==> src/rtl/slew_limited_gain_stage.sv <==
// slew_limited_gain_stage
// The signed input sample is multiplied by a runtime-programmable unsigned
// fixed-point gain. The result is scaled by FRAC_BITS and saturated to DATA_W.
// It is then slew-rate limited against the previous valid output sample.
// Samples are valid-qualified and there is one sample per cycle. A sample
// accepted at edge N appears on the outputs after edge N+3.
// The saturator reports each clip, and a saturating counter counts them.
// Optional feature macro: GAIN_STAGE_OFFSET_TRIM_EN. It adds a signed
// offset_trim port, and that value is added before saturation.
module slew_limited_gain_stage #(
  parameter int DATA_W     = 16,
  parameter int GAIN_W     = 16,
  parameter int FRAC_BITS  = 8,
  parameter int RESET_GAIN = 25600,
  parameter int CNT_W      = 16
) (
  input  logic                     clk,
  input  logic                     rst_n,
  input  logic                     in_valid,
  input  logic signed [DATA_W-1:0] input_signal,
  input  logic                     gain_load,
  input  logic        [GAIN_W-1:0] gain_in,
  input  logic        [DATA_W-2:0] slew_rate,
  input  logic                     sat_clr,
`ifdef GAIN_STAGE_OFFSET_TRIM_EN
  input  logic signed [DATA_W-1:0] offset_trim,
`endif
  output logic                     out_valid,
  output logic signed [DATA_W-1:0] amplified_output,
  output logic                     sat_flag,
  output logic        [CNT_W-1:0]  sat_count
);

  // Full-precision product width (gain is zero-extended, so one extra bit).
  localparam int PROD_W = DATA_W + GAIN_W + 1;
  // Scaled value plus offset: one more bit so the sum can never wrap.
  localparam int SUM_W  = DATA_W + GAIN_W + 2;

  localparam logic signed [SUM_W-1:0] SAT_MAX =
    {{(SUM_W-DATA_W+1){1'b0}}, {(DATA_W-1){1'b1}}};
  localparam logic signed [SUM_W-1:0] SAT_MIN =
    {{(SUM_W-DATA_W+1){1'b1}}, {(DATA_W-1){1'b0}}};
  localparam logic [CNT_W-1:0] CNT_MAX = {CNT_W{1'b1}};

  // Gain register
  logic [GAIN_W-1:0] gain_q;

  // Stage 1: product
  logic                     s1_valid_q;
  logic signed [PROD_W-1:0] s1_prod_q;
  logic signed [PROD_W-1:0] in_ext_s;
  logic signed [PROD_W-1:0] gain_ext_s;
  logic signed [PROD_W-1:0] s1_prod_d;

  // Stage 2a: scaled + offset sum
  logic                     s2_valid_q;
  logic signed [SUM_W-1:0]  s2_sum_q;
  logic signed [PROD_W-1:0] scaled_s;
  logic signed [SUM_W-1:0]  offset_ext_s;
  logic signed [SUM_W-1:0]  s2_sum_d;

  // Stage 2b: saturated target
  logic                     s3_valid_q;
  logic        [DATA_W-1:0] s3_target_q;
  logic                     s3_clip_q;
  logic        [DATA_W-1:0] s3_target_d;
  logic                     s3_clip_d;

  // Stage 3: slew limiter and outputs
  logic                     out_valid_q;
  logic        [DATA_W-1:0] out_q;
  logic                     sat_flag_q;
  logic        [CNT_W-1:0]  sat_count_q;
  logic        [DATA_W:0]   diff_s;
  logic        [DATA_W:0]   mag_s;
  logic        [DATA_W:0]   slew_ext_s;
  logic        [DATA_W-1:0] slew_step_s;
  logic        [DATA_W-1:0] out_d;

  // Gain register: a sample accepted on the load edge still sees the old gain.
  always_ff @(posedge clk or negedge rst_n) begin
    if (!rst_n) begin
      gain_q <= GAIN_W'(RESET_GAIN);
    end else if (gain_load) begin
      gain_q <= gain_in;
    end else begin
      gain_q <= gain_q;
    end
  end

  // Stage 1 combinational: signed full-precision multiply with zero-extended gain.
  always_comb begin
    in_ext_s   = {{(PROD_W-DATA_W){input_signal[DATA_W-1]}}, input_signal};
    gain_ext_s = {{(PROD_W-GAIN_W){1'b0}}, gain_q};
    s1_prod_d  = in_ext_s * gain_ext_s;
  end

  // Stage 1 register: capture the product for accepted samples only.
  always_ff @(posedge clk or negedge rst_n) begin
    if (!rst_n) begin
      s1_valid_q <= 1'b0;
      s1_prod_q  <= {PROD_W{1'b0}};
    end else begin
      s1_valid_q <= in_valid;
      if (in_valid) begin
        s1_prod_q <= s1_prod_d;
      end else begin
        s1_prod_q <= s1_prod_q;
      end
    end
  end

  // Stage 2a combinational: floor-scale by FRAC_BITS, then add the optional trim.
  always_comb begin
    scaled_s = s1_prod_q >>> FRAC_BITS;
`ifdef GAIN_STAGE_OFFSET_TRIM_EN
    offset_ext_s = {{(SUM_W-DATA_W){offset_trim[DATA_W-1]}}, offset_trim};
`else
    offset_ext_s = {SUM_W{1'b0}};
`endif
    s2_sum_d = {{(SUM_W-PROD_W){scaled_s[PROD_W-1]}}, scaled_s} + offset_ext_s;
  end

  // Stage 2a register: hold the wide pre-saturation value.
  always_ff @(posedge clk or negedge rst_n) begin
    if (!rst_n) begin
      s2_valid_q <= 1'b0;
      s2_sum_q   <= {SUM_W{1'b0}};
    end else begin
      s2_valid_q <= s1_valid_q;
      if (s1_valid_q) begin
        s2_sum_q <= s2_sum_d;
      end else begin
        s2_sum_q <= s2_sum_q;
      end
    end
  end

  // Stage 2b combinational: clamp to the DATA_W range and flag clipping.
  always_comb begin
    s3_target_d = s2_sum_q[DATA_W-1:0];
    s3_clip_d   = 1'b0;
    if (s2_sum_q > SAT_MAX) begin
      s3_target_d = SAT_MAX[DATA_W-1:0];
      s3_clip_d   = 1'b1;
    end else if (s2_sum_q < SAT_MIN) begin
      s3_target_d = SAT_MIN[DATA_W-1:0];
      s3_clip_d   = 1'b1;
    end else begin
      s3_target_d = s2_sum_q[DATA_W-1:0];
      s3_clip_d   = 1'b0;
    end
  end

  // Stage 2b register: saturated target and its clip bit.
  always_ff @(posedge clk or negedge rst_n) begin
    if (!rst_n) begin
      s3_valid_q  <= 1'b0;
      s3_target_q <= {DATA_W{1'b0}};
      s3_clip_q   <= 1'b0;
    end else begin
      s3_valid_q <= s2_valid_q;
      if (s2_valid_q) begin
        s3_target_q <= s3_target_d;
        s3_clip_q   <= s3_clip_d;
      end else begin
        s3_target_q <= s3_target_q;
        s3_clip_q   <= s3_clip_q;
      end
    end
  end

  // Stage 3 combinational: limit the step from the previous output to slew_rate.
  always_comb begin
    diff_s      = {s3_target_q[DATA_W-1], s3_target_q} - {out_q[DATA_W-1], out_q};
    mag_s       = diff_s[DATA_W] ? ({(DATA_W+1){1'b0}} - diff_s) : diff_s;
    slew_ext_s  = {2'b00, slew_rate};
    slew_step_s = {1'b0, slew_rate};
    out_d       = s3_target_q;
    if ((slew_rate == {(DATA_W-1){1'b0}}) || (mag_s <= slew_ext_s)) begin
      out_d = s3_target_q;
    end else if (!diff_s[DATA_W]) begin
      // The step stays between prev and target, so it cannot leave the range.
      out_d = out_q + slew_step_s;
    end else begin
      out_d = out_q - slew_step_s;
    end
  end

  // Output register: the limiter history advances only on valid samples.
  always_ff @(posedge clk or negedge rst_n) begin
    if (!rst_n) begin
      out_valid_q <= 1'b0;
      out_q       <= {DATA_W{1'b0}};
      sat_flag_q  <= 1'b0;
    end else begin
      out_valid_q <= s3_valid_q;
      sat_flag_q  <= s3_valid_q & s3_clip_q;
      if (s3_valid_q) begin
        out_q <= out_d;
      end else begin
        out_q <= out_q;
      end
    end
  end

  // Clip counter: sticks at all-ones; clear wins over a coincident clip.
  always_ff @(posedge clk or negedge rst_n) begin
    if (!rst_n) begin
      sat_count_q <= {CNT_W{1'b0}};
    end else if (sat_clr) begin
      sat_count_q <= {CNT_W{1'b0}};
    end else if (s3_valid_q && s3_clip_q && (sat_count_q != CNT_MAX)) begin
      sat_count_q <= sat_count_q + {{(CNT_W-1){1'b0}}, 1'b1};
    end else begin
      sat_count_q <= sat_count_q;
    end
  end

  assign out_valid        = out_valid_q;
  assign amplified_output = out_q;
  assign sat_flag         = sat_flag_q;
  assign sat_count        = sat_count_q;

endmodule

==> config.mk <==
export PLATFORM = sky130hd
export DESIGN_NAME = slew_limited_gain_stage
export DESIGN_NICKNAME = d
export VERILOG_FILES = /design/src/rtl/slew_limited_gain_stage.sv
export SDC_FILE = /design/constraint.sdc
export NUM_CORES = 1
export LEC_CHECK = 0
export BUFFER_PORTS_ARGS = -buffer_cell sky130_fd_sc_hd__buf_4
export CAP_MARGIN = 20
export CORE_MARGIN = 3
export CORE_UTILIZATION = 64
export DETAILED_ROUTE_END_ITERATION = 16
export PLACE_DENSITY = 0.83
export SLEW_MARGIN = 20
export SYNTH_ARGS = -nofsm -noshare
export SYNTH_HDL_FRONTEND = slang
export SYNTH_SLANG_ARGS = --single-unit
==> constraint.sdc <==
create_clock -name clk -period 7.5 [get_ports clk]
set_clock_uncertainty 0.2 [all_clocks]
set_input_delay 1.5 -clock clk [delete_from_list [all_inputs] [get_ports clk]]
set_output_delay 1.5 -clock clk [all_outputs]
set_load 0.03 [all_outputs]
### Yosys cells after proc, flatten, opt, wreduce, memory -nomap -nowiden

Cells that the tools add are included.
Widths: inputs -> output; s select.

* input bits: 52
* word-level logic and storage cells: 37
* register bits: 128
* latch bits: 0
* ROM bits: 0
* bits in writable memories: 0
* output and inout port bits: 34
* memories: 0

* multiplexer cells: 9
* multiply operators: 1
* divide/modulo/power cells: 0
* bitwise operators: 1
* eq/ne operators: 1
* shift operators: 0
* add/sub/neg operators: 5
* reductions and logical operators: 5
* order comparisons: 3

Operator list (count)
* $mux 16: 6
* $mul 16x17->33: 1
* $gt 25x16->1 const B: 1
* $lt 25x16->1 const B: 1
* $le 17x15->1: 1
* $mux 17: 1
* $sub 1x17->17 const A: 1
* $sub 16x16->17: 1
* $add 16x1->16 const B: 1
* $add 16x15->16: 1
* $ne 16x16->1 const B: 1
* $sub 16x15->16: 1
* $logic_not 15->1: 1
* $logic_and 1x1->1: 2
* $mux 1: 2
* $reduce_bool 2->1: 1
* $and 1x1->1: 1
* $logic_or 1x1->1: 1

### Longest topological paths before layout

Gate-level depths: netlist (run 1).

* depth after elaboration: 6
* depth in mapped cells: 24
* gate-level depth less buffers: 23

### Least setup slack after synthesis (run 1)

Ideal clock, no wire load.

* path type: input-to-reg
* start point: in input_signal[15]
* end point: reg s1_prod_q[26]
* buffers on the path: 1
* data arrival time: 7.263 ns
* required time: 7.175 ns
* setup time: 0.125 ns
* stages: 22
* path slack: -0.088 ns
* cell sequence: inv_1 clkbuf_1 nor2_1 fa_1 fa_1 fa_1 fa_1 fa_1 inv_1 fa_1 inv_1 ha_1 a21o_1 a21o_1 a21o_1 a211o_1 a21o_1 a41oi_1 inv_1 a21oi_1 xnor2_1 mux2_2

* word-level cells in the longest chain between the ends: 1

Ends and longest elaborated chain
* start: declaration: RTL line 20 `input logic signed [DATA_W-1:0] input_signal,`
* $mul 16x17->33: RTL line 95 `s1_prod_d = in_ext_s * gain_ext_s;`
* end signal: assignment: RTL line 102 `s1_prod_q <= {PROD_W{1'b0}};`
* end signal: assignment: RTL line 106 `s1_prod_q <= s1_prod_d;`
* end signal: assignment: RTL line 108 `s1_prod_q <= s1_prod_q;`
* end: declaration: RTL line 50 `logic signed [PROD_W-1:0] s1_prod_q;`

No other way between the ends.
A chain may end at the register's enable or synchronous reset.

### Worst setup path in the final report (run 1)

* start point: in input_signal[6]
* end point: reg s1_prod_q[26]

The elaborated chain is that of the path after synthesis.

==> results of run 1 <==
-- logic make-up (layout without fill, tap and decap cells) --
kind of cell | count (synthesis) | after routing | synth area share (%)
flip-flops | 120 | 120 | 19.1
AO/OA/AOI/OAI | 204 | 204 | 8.69
XOR/XNOR | 88 | 88 | 4.89
multiplexers | 66 | 66 | 4.70
adder cells (fa/ha/maj) | 363 | 363 | 38.1
buffers and inverters | 354 | 455 | 8.53
AND/OR/NAND/NOR | 512 | 512 | 16.1
-- final timing paths --
path / from / end / slack [ps] / cells past startpoint
worst min-delay path: s1_prod_q[31]$_DFFE_PN0P_ / s1_prod_q[31]$_DFFE_PN0P_ / 300 / 2
worst max-delay path: input_signal[6] / s1_prod_q[26]$_DFFE_PN0P_ / 220 / 23
worst max register to register: gain_q[7]$_DFFE_PN0P_ / s1_prod_q[26]$_DFFE_PN0P_ / 640 / 21
worst min register to register: s1_prod_q[31]$_DFFE_PN0P_ / s1_prod_q[31]$_DFFE_PN0P_ / 300 / 2
min in group asynchronous: rst_n / gain_q[11]$_DFFE_PN0P_ / 990 / 1
max in group asynchronous: rst_n / s2_sum_q[17]$_DFFE_PN0P_ / 4810 / 2
-- repair_timing --
item	4_1_cts	5_1_grt
hold buffers	0	0
gates resized for setup	0	1
setup endpoints to repair	0	5
-- sequential cells by signal (all words and copies together) (netlist names) --
register	flops
s1_prod_q	25
s2_sum_q	25
amplified_output	16
gain_q	16
s3_target_q	16
sat_count	16
out_valid	1
s1_valid_q	1
s2_valid_q	1
s3_clip_q	1
s3_valid_q	1
sat_flag	1
-- cell usage after synthesis, drive strengths merged (3+ instances only) --
cell type	number	area share, %
a211o	3	0.17
a211oi	6	0.29
a21o	22	1.0
a21oi	48	1.5
a221oi	3	0.21
a31o	3	0.17
a31oi	22	0.87
and2	119	4.7
and3	10	0.40
and4	5	0.28
buf	6	0.25
clkbuf	55	1.3
dfrtp	117	19
dfstp	3	0.50
fa	195	25
ha	168	13
inv	293	7.0
mux2	64	4.6
nand2	171	4.1
nand2b	10	0.40
nand3	32	1.0
nand4	14	0.56
nor2	97	2.3
nor2b	13	0.52
nor3	11	0.35
nor4	4	0.16
nor4b	3	0.21
o211a	5	0.32
o211ai	4	0.19
o21a	9	0.43
o21ai	41	1.3
o31a	4	0.22
o31ai	8	0.47
o41ai	3	0.17
or3	10	0.40
or4	3	0.17
xnor2	60	3.3
xor2	28	1.6
-- tightest hold or removal path: stages (launching register included) --
cell and delay, ps:
dfrtp_1 350, nand2_1 50, o31ai_1 60
-- per-layer routing --
layer	global-route usage [%]	vias up	share of wire (%)
li1	-	5684	-
met2	51.5	515	50
met3	4.73	109	7.1
met1	38.6	6336	40
met4	9.30	0	2.7
met5	0	-	0
-- through the flow --
stage	hold WS, ps	util, %	setup WS [ps]
final	295	73.6	220
after global routing	325	73.6	-22.3
after CTS	305	73.5	246
after detailed placement	289	71.0	-197
after global placement	267	71.0	-9.59
after floorplan	152	-	16.5
-- cell type report --
| class | instances | area share (%) |
|---|---|---|
| Tap cell | 319 | 2.28 |
| Clock buffer | 17 | 2.43 |
| Clock inverter | 15 | 0.992 |
| Timing Repair Buffer | 130 | 5.57 |
| Sequential cell | 120 | 17.2 |
| Multi-Input combinational cell | 1233 | 65.3 |
| Inverter | 293 | 6.28 |
==> flow_summary.yaml, run 1 <==
outcome:
  status: "completed"
finish:
  fillers: 1755
  final_area_um2: 17500
  final_cell_mix: "inv_1, fa_1, nand2_1"
  multiInputGateArea_um2: 11400
  nets: 2210
  seq_area_um2: 3010
  drive_gt1_share_pct: 13.5
  instances_no_fill: 2127
  layout_commonest_cell: "inv_1"
  synthToLayoutAreaGrowth_pct: 11.1
  diodes: 0
timing:
  max_freq_mhz: 137
  maxSlewViolCount: 0
  fin_crit_ps: 7280
  fin_crit_sh_pct: 97.1
  tns_ps: 0
  worst_pin_slew_ps: 1110
  setup_viol_count_final: 0
  max-slew-margin-rel_pct: 25.6
  finalHoldViolCount: 0
  rsz0062_at_grt: "true"
floorplan:
  start_util_pct: 66.2
  coreArea_um2: 23800
  die-area_um2: 26600
  die_h_um: 163
  die_w_um: 163
  io_pins: 86
  row_count: 56
clock_tree:
  clkTransAtPathRegs_ps: 60
  post-cts-setup-buffer-count: 0
  htree_levels: 4
  root_buffer: "clkbuf_16"
  cts_tree: "built"
  cts-buffers-inserted: 17
  clk-insertion-delay-late_ps: 430
  clock_sinks: 120
  cts_buffer_depth: 2
grt:
  grt_max_degree: 70
  grt-ovfl-total: 0
  grt_pass1_vias: 13344
  antenna_found_initial: 0
  globalRouteTotalUtil_pct: 29.8
  grt_pass1_wl_mm: 63.4
drt:
  via_count: 12644
  avgRoutedWirePerCell_um: 17.6
  final_antenna_net_count: 0
  routed_wl_mm: 37.5
  route.detailed.drc: 0
  routed_via_density: 5.94
  drtIter0Drc: 942
  first_pass_iters: 5
worst_setup_path:
  crit_path_end_kind: "flop"
  cpMaxStageDelayCell: "fa_1"
  cp_data_required_time_ps: 7600
  worst-setup-path-type: "in -> reg"
  cp_data_arrival_time_ps: 7380
  path_common_cell: "fa_1"
  crit_fanout: 7
  slowest_delay_ps: 570
  cp_cell_sequence: "buf_4 > buf_4 > and2_1 > fa_1 > inv_1 > fa_1 > fa_1 > fa_1 > inv_1 > fa_1 > inv_1 > fa_1 > inv_1 > ha_1 > a21oi_1 > nand2_1 > a211o_1 > a21o_1 > a41oi_1 > inv_1 > a21oi_1 > xnor2_1 > mux2_2"
  crit_buf_inv: 7
  cpLargestDelayFamily: "adder cells"
  start_kind: "input port"
yosys:
  yosysUniqueCellTypes: 72
  ys_warn_count: 0
  ys_seq_area_share_pct: 19.1
  yosys_most_used_dff: "dfrtp_1"
  syn-instance-count: 1707
  synth_edf_count: 0
  syn_nets: 2122
  syn_area_um2: 15800
  syn_avg_cell_area_um2: 9.24
  synthArstFlopShare_pct: 100
  ys_ff_latch: 120
placement:
  gp_congestion: 0.887
  io_buffers: 85
  numPlacedInstances: 2095
  dpl_cell_area_um2: 16900
  hpwl_mm: 29.2
job:
  cap_violations: 0
hold_path:
  hold_path.class: "reg -> reg"
Power of run 1 is left out: the tool's default activity adds up to more than one toggle a clock period on the data nets, which glitch-free logic cannot reach.
==> run 2, diff against run 1 <==
Settings changed: CORE_ASPECT_RATIO from default to 0.75.
==> flow_summary.yaml, run 2 (same netlist as run 1, synthesis figures left out) <==
finish:
  fillers: 1724
  diodes: 0
  synthToLayoutAreaGrowth_pct: 11.4
  layout_commonest_cell: "inv_1"
  reg_top3: "s1_prod_q (25), s2_sum_q (25)"
  multiInputGateArea_um2: 11400
  drive_gt1_share_pct: 13.9
  nets: 2214
  seq_area_um2: 3010
  final_cell_mix: "inv_1, fa_1, nand2_1"
placement:
  io_buffers: 85
  gp_congestion: 0.924
  hpwl_mm: 29.7
job:
  cap_violations: 0
drt:
  routed_wl_mm: 37.8
  final_antenna_net_count: 0
  via_count: 12377
  route.detailed.drc: 0
  routed_via_density: 5.78
  drtIter0Drc: 1022
  avgRoutedWirePerCell_um: 17.6
  first_pass_iters: 5
grt:
  grt_pass1_wl_mm: 65.7
  globalRouteTotalUtil_pct: 30.3
  grt_max_degree: 70
  grt_pass1_vias: 13482
  grt-ovfl-total: 0
  antenna_found_initial: 0
worst_setup_path:
  r2r_start: "gain_q[5]$_DFFE_PN0P_"
  cp_data_required_time_ps: 7630
  cp_data_arrival_time_ps: 7350
  crit_fanout: 7
  crit_path_end_kind: "flop"
  regToRegSetupSlack_ps: 690
  reg2reg_depth: 22
  worst-setup-path-type: "in -> reg"
  rr_endpoint: "s1_prod_q[31]$_DFFE_PN0P_"
  start_kind: "input port"
clock_tree:
  clkTransAtPathRegs_ps: 60
  clk-insertion-delay-late_ps: 420
  htree_levels: 4
  post-cts-setup-buffer-count: 0
  clock_sinks: 120
  root_buffer: "clkbuf_16"
  cts_buffer_depth: 2
  cts_tree: "built"
  cts-buffers-inserted: 17
floorplan:
  start_util_pct: 65.5
  die_h_um: 142
  coreArea_um2: 24100
  die_w_um: 187
  io_pins: 86
  die-area_um2: 26600
  row_count: 49
timing:
  setup_viol_count_final: 0
  max-slew-margin-rel_pct: 29.0
  worst_pin_slew_ps: 1060
  fin_hold_ws_ps: 292
  max_freq_mhz: 138
  finalHoldViolCount: 0
  rsz0062_at_grt: "true"
  tns_ps: 0
  maxSlewViolCount: 0
  fin_crit_sh_pct: 96.3
  fin_crit_ps: 7220
hold_path:
  min_from: "s1_prod_q[31]$_DFFE_PN0P_"
  min_to: "s1_prod_q[31]$_DFFE_PN0P_"
  hold_path.class: "reg -> reg"
  hold_path_depth: 2
outcome:
  status: "completed"
run 2: cell count changes in the layout (fill, tap and decap cells not counted), sizes merged:
cell,change
buf,+4
bufinv,+1
clkinv,-2
clkinvlp,+1
run 2: timing repair:
| item | 4_1_cts | 5_1_grt |
|---|---|---|
| hold buffers | 0 | 0 |
| endpoints found under the setup margin | 0 | 7 |
| resized for setup | 0 | 5 |
run 2: routing by layer:
layer | vias to the layer above | wire [um] | track usage (%)
met5 | - | 0 | 0
met4 | 0 | 612 | 6.60
met3 | 64 | 2670 | 5.47
met2 | 406 | 18000 | 51.6
met1 | 6208 | 16400 | 41.3
li1 | 5699 | - | -
run 2: how the worst max path moves through the flow:
stage,slack [ps],cells past startpoint,from,to
global placement,-30,23,input_signal[6],s1_prod_q[26]$_DFFE_PN0P_
CTS,210,24,input_signal[6],s1_prod_q[31]$_DFFE_PN0P_
global route,-6,24,input_signal[6],s1_prod_q[29]$_DFFE_PN0P_
detailed placement,-220,24,input_signal[6],s1_prod_q[31]$_DFFE_PN0P_
finish,280,24,input_signal[6],s1_prod_q[31]$_DFFE_PN0P_
floorplan,20,22,input_signal[12],s1_prod_q[26]$_DFFE_PN0P_
run 2: metrics by stage:
step                      util, %  std cells  instance area, um2  setup WS, ps
after floorplan                 -       1707               15800          16.5
after global placement       70.4       2111               17000         -26.5
after detailed placement     70.4       2111               17000          -216
after CTS                    72.9       2143               17600           206
after global routing         72.9       2143               17600         -5.56
final                        72.9       2143               17600           279
run 2: area by class of cell:
cell class	count	share of cell area, %
Timing Repair Buffer	134	5.73
Clock buffer	17	2.42
Multi-Input combinational cell	1233	65.1
Sequential cell	120	17.1
Tap cell	331	2.36
Inverter	293	6.26
Clock inverter	15	0.976
run 2: critical path, cell delays in order:
cell and delay (ps):
buf_4 150, buf_4 150, and2_1 170, fa_1 540, inv_1 60, fa_1 450, fa_1 420, fa_1 550
inv_1 50, fa_1 470, inv_1 50, fa_1 540, inv_1 40, ha_1 290, buf_4 130, nand3_1 140
a21oi_1 250, o211a_1 190, a21o_1 200, nand2_1 140, o22ai_1 260, o21ai_1 170, and3_1 210, o31ai_1 220
Power of run 2 is left out for the same reason.
==> run 3, diff against run 2 <==
Settings changed: ABC_AREA from default to 1.
==> flow_summary.yaml, run 3 <==
outcome:
  status: "completed"
hold_path:
  hold_path.class: "reg -> reg"
timing:
  tns_ps: 0
  setup_viol_count_final: 0
  finalHoldViolCount: 0
  max-slew-margin-rel_pct: 43.4
  rsz0062_at_grt: "false"
  fin_crit_ps: 6960
  worst_pin_slew_ps: 850
  fin_crit_sh_pct: 92.8
  maxSlewViolCount: 0
  fin_hold_ws_ps: 246
  max_freq_mhz: 144
worst_setup_path:
  crit_buf_inv: 7
  cp_data_required_time_ps: 7610
  cpLargestDelayFamily: "adder cells"
  cpMaxStageDelayCell: "fa_1"
  crit_path_end_kind: "flop"
  start_kind: "input port"
  worst-setup-path-type: "in -> reg"
  cp_data_arrival_time_ps: 7080
  regToRegSetupSlack_ps: 910
  crit_fanout: 16
  slowest_delay_ps: 570
finish:
  layout_commonest_cell: "inv_1"
  nets: 2671
  seq_area_um2: 3010
  drive_gt1_share_pct: 8.60
  fillers: 2078
  multiInputGateArea_um2: 11500
  synthToLayoutAreaGrowth_pct: 8.15
  diodes: 0
  final_cell_mix: "inv_1, nand2_1, fa_1"
  reg_top3: "s1_prod_q (25), s2_sum_q (25)"
  instances_no_fill: 2606
yosys:
  syn-instance-count: 2228
  ys_warn_count: 0
  synth_edf_count: 0
  synth.area.top_cells: "fa_1, dfrtp_1, ha_1"
  yosysTopAreaCellShare_pct: 23.2
  synth_top_cells_by_count: "inv_1, nand2_1, fa_1, ha_1, dfrtp_1"
  synthArstFlopShare_pct: 100
  synth_top_cell_by_area: "fa_1"
  synthMostInstantiatedCell: "inv_1"
  syn_area_um2: 16800
  ys_seq_area_share_pct: 17.9
  yosysUniqueCellTypes: 49
  syn_avg_cell_area_um2: 7.55
  syn_nets: 2643
  yosys_most_used_dff: "dfrtp_1"
  ys_ff_latch: 120
floorplan:
  io_pins: 86
  die_w_um: 193
  row_count: 50
  coreArea_um2: 25400
  die-area_um2: 28300
  start_util_pct: 66.3
  die_h_um: 146
placement:
  io_buffers: 85
  hpwl_mm: 34.7
  gp_congestion: 0.931
  numPlacedInstances: 2575
drt:
  routed_via_density: 5.59
  via_count: 14571
  route.detailed.drc: 0
  avgRoutedWirePerCell_um: 16.6
  first_pass_iters: 5
  met1Wirelength_mm: 19.3
  final_antenna_net_count: 0
  top_layer: "met4"
  route.met2.wl_mm: 19.2
  wl_met3_mm: 3.75
  drtIter0Drc: 1194
  routed_wl_mm: 43.4
clock_tree:
  clk-insertion-delay-late_ps: 430
  post-cts-setup-buffer-count: 0
  cts-buffers-inserted: 17
  ctsResizeCount: 0
  clock_sinks: 120
  ctsHoldBuffers: 0
  cts_tree: "built"
  clkTransAtPathRegs_ps: 60
  cts_buffer_depth: 2
  root_buffer: "clkbuf_16"
  htree_levels: 4
job:
  cap_violations: 0
grt:
  grt_pass1_vias: 15053
  grt_max_degree: 85
  grt-ovfl-total: 0
  globalRouteTotalUtil_pct: 31.8
  grt_pass1_wl_mm: 73.6
  antenna_found_initial: 0
## run 3: worst reg2reg max path, delay by kind of cell, from the launching register on
family                     cells  cell delay (ps)
adders and majority gates      7             3470
DFF                            1              820
AOI/OAI and AO/OA              5              920
buffers and inverters          5              400
and+or+nand+nor                5              660
## run 3: path summary, 6_finish.rpt
path / startpoint / cells past startpoint / to
max in group asynchronous: rst_n / 2 / gain_q[6]$_DFFE_PN0P_
worst max register to register: gain_q[0]$_DFFE_PN0P_ / 22 / s1_prod_q[20]$_DFFE_PN0P_
worst min-delay path: s2_valid_q$_DFF_PN0_ / 0 / s3_valid_q$_DFF_PN0_
worst min register to register: s2_valid_q$_DFF_PN0_ / 0 / s3_valid_q$_DFF_PN0_
min in group asynchronous: rst_n / 1 / amplified_output[4]$_DFFE_PN0P_
worst max-delay path: input_signal[6] / 25 / s1_prod_q[29]$_DFFE_PN0P_
## run 3: final cells by class
class	instances	area share, %
sequential	120	16.5
tap	338	2.32
timing repair buffer	92	3.82
inverter	543	11.2
clock inverter	12	0.777
multi-input combinational	1482	62.9
clock buffer	19	2.43
## run 3: stage by stage
step / instance area, um2 / setup WS (ps) / utilization [%]
after detailed placement: 17600 / 185 / 69.3
after floorplan: 16800 / 360 / -
final: 18200 / 537 / 71.7
after global routing: 18200 / 184 / 71.7
after CTS: 18200 / 628 / 71.6
after global placement: 17600 / 284 / 69.3
## run 3: routing by layer
metal,vias to the layer above,track usage [%]
li1,6792,-
met1,7068,44.9
met2,614,50.0
met3,97,6.64
met4,0,9.87
met5,-,0
## run 3: cell families after synthesis
logic type | Yosys count | synth area share (%)
AND/OR/NAND/NOR | 822 | 20.6
buffers and inverters | 626 | 14.1
adder cells (fa/ha/maj) | 363 | 35.7
AO/OA/AOI/OAI | 219 | 7.33
flip-flops | 120 | 17.9
XOR/XNOR | 53 | 2.76
multiplexers | 25 | 1.67
Power of run 3 is left out for the same reason.
